$ cat src/rtl/button_debounce_pkg.sv
// Shared types and default timing constants for the button debounce block.
package button_debounce_pkg;

    typedef enum logic [1:0] {
        S_LOW  = 2'd0,
        S_RISE = 2'd1,
        S_HIGH = 2'd2,
        S_FALL = 2'd3
    } state_t;

    localparam int DEBOUNCE_CYCLES_DEF = 50000;
    localparam int LONG_CYCLES_DEF     = 5000000;

endpackage

$ cat src/rtl/button_debounce_if.sv
// Button bundle between the pad side and the Wishbone button/LED peripheral.
interface button_debounce_if #(
    parameter int NUM_BUTTONS = 3
);
    logic [NUM_BUTTONS-1:0] buttons_raw;
    logic [NUM_BUTTONS-1:0] buttons_stable;
    logic [NUM_BUTTONS-1:0] press_pulse;
    logic [NUM_BUTTONS-1:0] release_pulse;
    logic [NUM_BUTTONS-1:0] long_press;

    modport master (
        output buttons_raw,
        input  buttons_stable, press_pulse, release_pulse, long_press
    );

    modport slave (
        input  buttons_raw,
        output buttons_stable, press_pulse, release_pulse, long_press
    );
endinterface

$ cat src/rtl/button_debounce_channel.sv
// One button channel: 2-FF synchroniser followed by a counter-qualified FSM.
// Long-press detection is built only when BUTTON_DEBOUNCE_LONG_PRESS_EN is defined.
module button_debounce_channel
    import button_debounce_pkg::*;
#(
    parameter int CNT_WIDTH       = 16,
    parameter int DEBOUNCE_CYCLES = DEBOUNCE_CYCLES_DEF,
    parameter int LONG_CNT_WIDTH  = 24,
    parameter int LONG_CYCLES     = LONG_CYCLES_DEF
) (
    input  logic clk,
    input  logic reset_n,
    input  logic raw,
    output logic stable,
    output logic press_pulse,
    output logic release_pulse,
    output logic long_press
);

    if (DEBOUNCE_CYCLES < 1 || DEBOUNCE_CYCLES > (2 ** CNT_WIDTH) - 1) begin : g_bad_debounce
        $error("DEBOUNCE_CYCLES out of range for CNT_WIDTH");
    end
    if (LONG_CYCLES < 1 || LONG_CYCLES > (2 ** LONG_CNT_WIDTH) - 1) begin : g_bad_long
        $error("LONG_CYCLES out of range for LONG_CNT_WIDTH");
    end

    localparam logic [CNT_WIDTH-1:0] CNT_LAST = CNT_WIDTH'(DEBOUNCE_CYCLES - 1);

    logic                 sync_q1;
    logic                 sync;
    state_t               state;
    logic [CNT_WIDTH-1:0] cnt;

    // NOTE: non-blocking assignments make the two flops a real shift chain;
    // blocking ones would collapse it into a single stage.
    always_ff @(posedge clk or negedge reset_n) begin
        if (!reset_n) begin
            sync_q1 <= 1'b0;
            sync    <= 1'b0;
        end else begin
            sync_q1 <= raw;
            sync    <= sync_q1;
        end
    end

    always_ff @(posedge clk or negedge reset_n) begin
        if (!reset_n) begin
            state         <= S_LOW;
            cnt           <= '0;
            stable        <= 1'b0;
            press_pulse   <= 1'b0;
            release_pulse <= 1'b0;
        end else begin
            // NOTE: pulses default low every cycle so each assertion lasts one clock.
            press_pulse   <= 1'b0;
            release_pulse <= 1'b0;
            case (state)
                S_LOW: begin
                    if (sync) begin
                        state <= S_RISE;
                        cnt   <= '0;
                    end
                end
                S_RISE: begin
                    if (!sync) begin
                        state <= S_LOW;
                    end else if (cnt == CNT_LAST) begin
                        state       <= S_HIGH;
                        stable      <= 1'b1;
                        press_pulse <= 1'b1;
                    end else begin
                        cnt <= cnt + CNT_WIDTH'(1);
                    end
                end
                S_HIGH: begin
                    if (!sync) begin
                        state <= S_FALL;
                        cnt   <= '0;
                    end
                end
                S_FALL: begin
                    if (sync) begin
                        state <= S_HIGH;
                    end else if (cnt == CNT_LAST) begin
                        state         <= S_LOW;
                        stable        <= 1'b0;
                        release_pulse <= 1'b1;
                    end else begin
                        cnt <= cnt + CNT_WIDTH'(1);
                    end
                end
                default: state <= S_LOW;
            endcase
        end
    end

`ifdef BUTTON_DEBOUNCE_LONG_PRESS_EN
    localparam logic [LONG_CNT_WIDTH-1:0] HOLD_LAST = LONG_CNT_WIDTH'(LONG_CYCLES - 1);

    logic [LONG_CNT_WIDTH-1:0] hold_cnt;

    // Cleared only when a press is accepted: a bounce back from S_FALL is the
    // same press, and parking at HOLD_LAST+1 keeps the event to one per press.
    always_ff @(posedge clk or negedge reset_n) begin
        if (!reset_n) begin
            hold_cnt   <= '0;
            long_press <= 1'b0;
        end else begin
            long_press <= 1'b0;
            if (state == S_RISE && sync && cnt == CNT_LAST) begin
                hold_cnt <= '0;
            end else if (state == S_HIGH || state == S_FALL) begin
                if (hold_cnt < HOLD_LAST) begin
                    hold_cnt <= hold_cnt + LONG_CNT_WIDTH'(1);
                end else if (hold_cnt == HOLD_LAST) begin
                    hold_cnt   <= hold_cnt + LONG_CNT_WIDTH'(1);
                    long_press <= 1'b1;
                end
            end else begin
                hold_cnt <= '0;
            end
        end
    end
`else
    assign long_press = 1'b0;
`endif

endmodule

$ cat src/rtl/button_debounce.sv
// Debounces NUM_BUTTONS pad inputs for the Wishbone button/LED peripheral.
// Define BUTTON_DEBOUNCE_LONG_PRESS_EN to enable per-channel long-press events.
module button_debounce
    import button_debounce_pkg::*;
#(
    parameter int NUM_BUTTONS     = 3,
    parameter int CNT_WIDTH       = 16,
    parameter int DEBOUNCE_CYCLES = DEBOUNCE_CYCLES_DEF,
    parameter int LONG_CNT_WIDTH  = 24,
    parameter int LONG_CYCLES     = LONG_CYCLES_DEF
) (
    input  logic               clk,
    input  logic               reset_n,
    button_debounce_if.slave   btn
);

    for (genvar i = 0; i < NUM_BUTTONS; i++) begin : g_ch
        button_debounce_channel #(
            .CNT_WIDTH       (CNT_WIDTH),
            .DEBOUNCE_CYCLES (DEBOUNCE_CYCLES),
            .LONG_CNT_WIDTH  (LONG_CNT_WIDTH),
            .LONG_CYCLES     (LONG_CYCLES)
        ) u_ch (
            .clk           (clk),
            .reset_n       (reset_n),
            .raw           (btn.buttons_raw[i]),
            .stable        (btn.buttons_stable[i]),
            .press_pulse   (btn.press_pulse[i]),
            .release_pulse (btn.release_pulse[i]),
            .long_press    (btn.long_press[i])
        );
    end

endmodule

$ cat src/flat_wrapper.sv
// flat-port wrapper written by rule: the top's interface ports become plain ports
module button_debounce_flat import button_debounce_pkg::*;
#(
    parameter int NUM_BUTTONS     = 3,
    parameter int CNT_WIDTH       = 16,
    parameter int DEBOUNCE_CYCLES = DEBOUNCE_CYCLES_DEF,
    parameter int LONG_CNT_WIDTH  = 24,
    parameter int LONG_CYCLES     = LONG_CYCLES_DEF
)
  (clk, reset_n, btn_buttons_raw, btn_buttons_stable, btn_press_pulse, btn_release_pulse, btn_long_press);
  button_debounce_if #(.NUM_BUTTONS(NUM_BUTTONS)) btn_i ();
  input  logic clk;
  input  logic reset_n;
  input wire logic [$bits(btn_i.buttons_raw)-1:0] btn_buttons_raw;
  output wire logic [$bits(btn_i.buttons_stable)-1:0] btn_buttons_stable;
  output wire logic [$bits(btn_i.press_pulse)-1:0] btn_press_pulse;
  output wire logic [$bits(btn_i.release_pulse)-1:0] btn_release_pulse;
  output wire logic [$bits(btn_i.long_press)-1:0] btn_long_press;
  assign btn_i.buttons_raw = btn_buttons_raw;
  assign btn_buttons_stable = btn_i.buttons_stable;
  assign btn_press_pulse = btn_i.press_pulse;
  assign btn_release_pulse = btn_i.release_pulse;
  assign btn_long_press = btn_i.long_press;
  button_debounce #(.NUM_BUTTONS(NUM_BUTTONS), .CNT_WIDTH(CNT_WIDTH), .DEBOUNCE_CYCLES(DEBOUNCE_CYCLES), .LONG_CNT_WIDTH(LONG_CNT_WIDTH), .LONG_CYCLES(LONG_CYCLES)) u_core (.clk(clk), .reset_n(reset_n), .btn(btn_i));
endmodule
$ cat config.mk
export PLATFORM = sky130hd
export DESIGN_NAME = button_debounce_flat
export DESIGN_NICKNAME = d
export VERILOG_FILES = /design/src/rtl/button_debounce_pkg.sv /design/src/rtl/button_debounce_if.sv /design/src/rtl/button_debounce_channel.sv /design/src/rtl/button_debounce.sv /design/src/flat_wrapper.sv
export SDC_FILE = /design/constraint.sdc
export NUM_CORES = 1
export LEC_CHECK = 0
export CAP_MARGIN = 20
export CORE_MARGIN = 2
export CORE_UTILIZATION = 30
export DETAILED_ROUTE_END_ITERATION = 10
export PLACE_DENSITY = 0.45
export SLEW_MARGIN = 25
export SYNTH_ARGS = -nofsm -noshare
export SYNTH_HDL_FRONTEND = slang
export SYNTH_SLANG_ARGS = --single-unit
$ cat constraint.sdc
create_clock -name clk -period 2.4 [get_ports clk]
set_clock_uncertainty 0.15 [all_clocks]
set_input_delay 0.48 -clock clk [delete_from_list [all_inputs] [get_ports clk]]
set_output_delay 0.48 -clock clk [all_outputs]
set_load 0.01 [all_outputs]
==> results summary <==
The flow ran to the end, but the final reports show violations. The checks that failed: negative hold slack. In the finished design, the share of the clock period the worst path needs comes to around 90%. The placed instances occupy a cell area of around 0.0042 sq mm. The most critical setup path has its startpoint at u_core.g_ch[2].u_ch.cnt[12].

The area growth from synthesis to layout is 15.7%. The proportion of power drawn by flip-flops and latches is 45.0%. The post-place setup slack is 0.239 ns.

The internal power component came out at about 0.0022 W. The final global-route overflow total came out at 0. The highest cell delay on the worst timing path came out at about 0.56 ns.

The maximum frequency from static timing analysis is between 400 and 500 MHz. Buffers inserted during clock tree synthesis total 9. The combined flip-flop and latch cell area came out at around 0.0017 sq mm. The number of storage elements in the synthesis netlist is a little under 70.

The area of the die came out at approximately 0.014 sq mm. The via count of the first global-routing pass came out at 3072. The number of input and output port buffers inserted came out at 13. The routed via count came out at 3152. For the worst-skew pair, the clock arrives at the later sink with an insertion delay of roughly 0.34 ns. The aggregate routed wire length is between 8 and 9 mm. Row generation in the floorplan step produced 41 rows. Setup violations remaining at the end of the flow were counted as 0.

The number of buffers and inverters on the critical path came out at 2. The share of total power in the clock network is 48.8%. The ratio of routed vias to standard cells is 5.24. Walking the worst path, the cells encountered are or4b_1 -> o41ai_1 -> buf_4 -> inv_1 -> a21oi_1.

Averaged over all synthesized cells, the footprint is 9.41 sq um. The number of pins exceeding their max-slew limit in the final report came to 0. The multi-input combinational cells in the finished layout cover a total of ~0.0019 sq mm. The H-tree generated during clock tree synthesis spans 3 levels.

On the final layout, the worst hold slack is -0.0277 ns. The height of the die came out at ~120 um. The detailed-routing iteration count for the pre-antenna-repair pass is 5.

STA classifies the critical path endpoint as a register. The number of design rule violations left after detail routing came out at 0. The total half-perimeter wirelength after legalization and detailed placement is between 6 and 7 mm. For the worst flop-to-flop path, the logic depth is 5. Fill cells in the final layout number 1332. The routed length per instance is about 15 um.

The number of antenna violations at the first check in global routing is 0. The number of setup buffers added after CTS is 0. The clock transition at the register clock pins on the worst setup and hold paths after CTS is 0.06 ns. Of the total power, the share spent switching nets is 23.7%.

The worst-case clock buffer depth is 2. The worst flop-to-flop path endpoint is u_core.g_ch[2].u_ch.cnt[6]. The first-pass GRT wire length is around 15 mm. The worst register-to-register path begins at u_core.g_ch[2].u_ch.cnt[12].

The number of buffers inserted for hold repair after clock tree synthesis came out at 0. The number of enable flip-flop cells after synthesis is 0. The maximum fanout encountered on the critical timing path is 7. The cell leakage power is between 1.5 and 2 nW.

Clock tree synthesis selected as its root buffer the cell clkbuf_16. The count of yosys warnings during synthesis came out at 0. The type of the setup path with the least slack is register to register. The detail route stage leaves a number of antenna-violating nets equal to 0. Dividing total power by cell area gives a power density of between 600 and 700 mW/mm^2. The post-route cell area is approximately 0.0045 sq mm. IR analysis of the VDD net gives a maximum drop of approximately 0.35 mV. The final net count came out at between 400 and 500. In the synthesized netlist the dominant register cell turns out to be dfrtp_1.

The net switching power is 0.000671 W. The kind of cell with the highest combined delay along the critical path is compound AO/OA/AOI/OAI gates. The number of inserted diodes is 0. The quantity of gates resized following cts came out at 0. The area of the core came out at 0.0127 sq mm. The share of final-layout standard cells stronger than drive strength 1 came out at ~11%. The count of distinct cell types in the synthesized netlist came out at 58. The worst-path cell with the longest stage delay is o41ai_1. The number of max-cap violations came out at 0. The setup check on the worst reg-to-reg path leaves a slack of approximately 0.26 ns. TritonCTS built the clock tree. The setup total negative slack came out at 0 ns.

For this run, the register share of the synthesized area comes to between 40% and 50%. The normalized max-slew margin came out at between 60% and 70%. The number of clock sinks seen by CTS came out at 69.

The path class of the tightest hold or removal check is input port to async pin. The pin count of the biggest net entering global routing came out at 44. The final critical-path required period is 2.14 ns. The worst setup path is launched from a register. The worst endpoint required time is about 2.5 ns.

The actual slew at the worst max-slew pin came out at roughly 0.58 ns. The slack of the critical path came out at roughly 0.26 ns. The horizontal extent of the die is between 100 and 150 um. The mapped netlist covers around 0.004 sq mm.

Setup repair after global routing left no endpoint under its margin. The power share of the combinational group is 6.2%. The initial standard-cell utilization of the core is 30.8%.

The number of endpoints with negative hold slack in the final report came out at 9. The arrival time reported for the critical path endpoint came out at approximately 2.3 ns. The first routing iteration left between 200 and 250 violations.

The routability congestion estimate is just over 0.8. The number of top-level design ports came out at 17. The gate count after technology mapping came out at slightly above 400. For this run, the total global-route usage over all layers was measured as between 10% and 20%. The share of flip-flops with an asynchronous set or reset after synthesis came out at 100%.
[cells in the final DEF (no fill, tap or decap), types with 4 or more instances in the layout]
cell type and n:
dfrtp_1 69, mux2i_1 16, or4_1 4, or3_1 4, nand4b_1 4, o2bb2ai_2 6, clkdlybuf4s50_1 12, a31oi_1 7
a21oi_1 13, clkbuf_16 9, buf_4 20, o21ai_0 29, nand2_1 44, o31ai_1 7, nor3_1 9, and3_1 11
nand2b_1 4, and2_1 7, nand4_1 12, inv_1 14, nor2_1 27, o41ai_1 6, nor4_1 5, nand3_1 23
and4_1 11
[sequential cells by signal, summed over array words and instances, names as in the netlist, named ones only]
signal                          flops
u_core.g_ch.u_ch.cnt               48
u_core.g_ch.u_ch.sync_q1            3
u_core.g_ch.u_ch.state              3
u_core.g_ch.u_ch.press_pulse        3
u_core.g_ch.u_ch.sync               3
u_core.g_ch.u_ch.release_pulse      3
u_core.g_ch.u_ch.stable             3
[layout make-up]
type,instances,share of cell area (%)
tap,172,4.77
multi-input combinational,298,42.4
inverter,14,1.17
sequential,69,38.3
timing repair buffer,33,6.44
clock inverter,3,0.943
clock buffer,13,5.99
[how the worst max path moves through the flow]
| stage | end | depth (start not counted) |
|---|---|---|
| floorplan | u_core.g_ch[0].u_ch.cnt[15] | 7 |
| global placement | u_core.g_ch[2].u_ch.cnt[6] | 5 |
| detailed placement | u_core.g_ch[2].u_ch.cnt[6] | 5 |
| CTS | u_core.g_ch[2].u_ch.cnt[6] | 5 |
| global route | u_core.g_ch[2].u_ch.cnt[6] | 5 |
| finish | u_core.g_ch[2].u_ch.cnt[6] | 5 |
[worst reg2reg max path, delay by kind of cell (launching register included)]
family	cells	cell delay, ns
AO/OA/AOI/OAI	2	0.68
AND/OR/NAND/NOR	1	0.54
flip-flops	1	0.41
buffers and inverters	2	0.30
[layer usage]
metal	vias up	track usage [%]	wire length (um)
met5	-	0	0
met4	0	5.50	154
met3	12	3.59	278
met2	39	21.0	3940
met1	1553	18.1	4420
li1	1548	-	-
[power by group through the flow]
| stage | Combinational, W | Sequential, W | Clock, W |
|---|---|---|---|
| 2_1_floorplan | 0.000139 | 0.00126 | 0 |
| 3_3_place_gp | 0.000177 | 0.00129 | 0 |
| 3_5_place_dp | 0.000180 | 0.00129 | 0 |
| 4_1_cts | 0.000180 | 0.00127 | 0.00143 |
| 5_1_grt | 0.000202 | 0.00128 | 0.00148 |
| 6_report | 0.000175 | 0.00127 | 0.00138 |
[synth_stat cells (all sizes together) (7+ instances only)]
library cell	count	area, sq um
inv	14	52.6
o31ai	7	52.6
a21oi	13	65.1
dfrtp	69	1730
nand3	23	115
and2	7	43.8
nand2	44	165
clkbuf	16	60.1
and4	11	96.3
and3	11	68.8
a31oi	7	43.8
nand4	12	75.1
mux2i	16	160
nor3	9	45.0
o2bb2ai	7	98.9
buf	19	153
o21ai	31	155
nor2	27	101
[through the flow]
step	util, %	total power [W]	instances
after floorplan	-	0.00140	416
after global placement	33.1	0.00147	586
after detailed placement	33.1	0.00147	586
after CTS	35.6	0.00288	602
after global routing	35.6	0.00297	602
final	35.6	0.00283	602
[kinds of logic after synthesis]
| family | share of synthesized area [%] |
|---|---|
| fa+ha+maj | 0.963 |
| flops | 44.3 |
| simple gates | 26.0 |
| buf+inv | 6.81 |
| compound gates | 16.4 |
| xor+xnor | 1.32 |
| mux | 4.11 |
| other cells | 0.0962 |
Note: power is estimated with default switching activity, not from simulation.
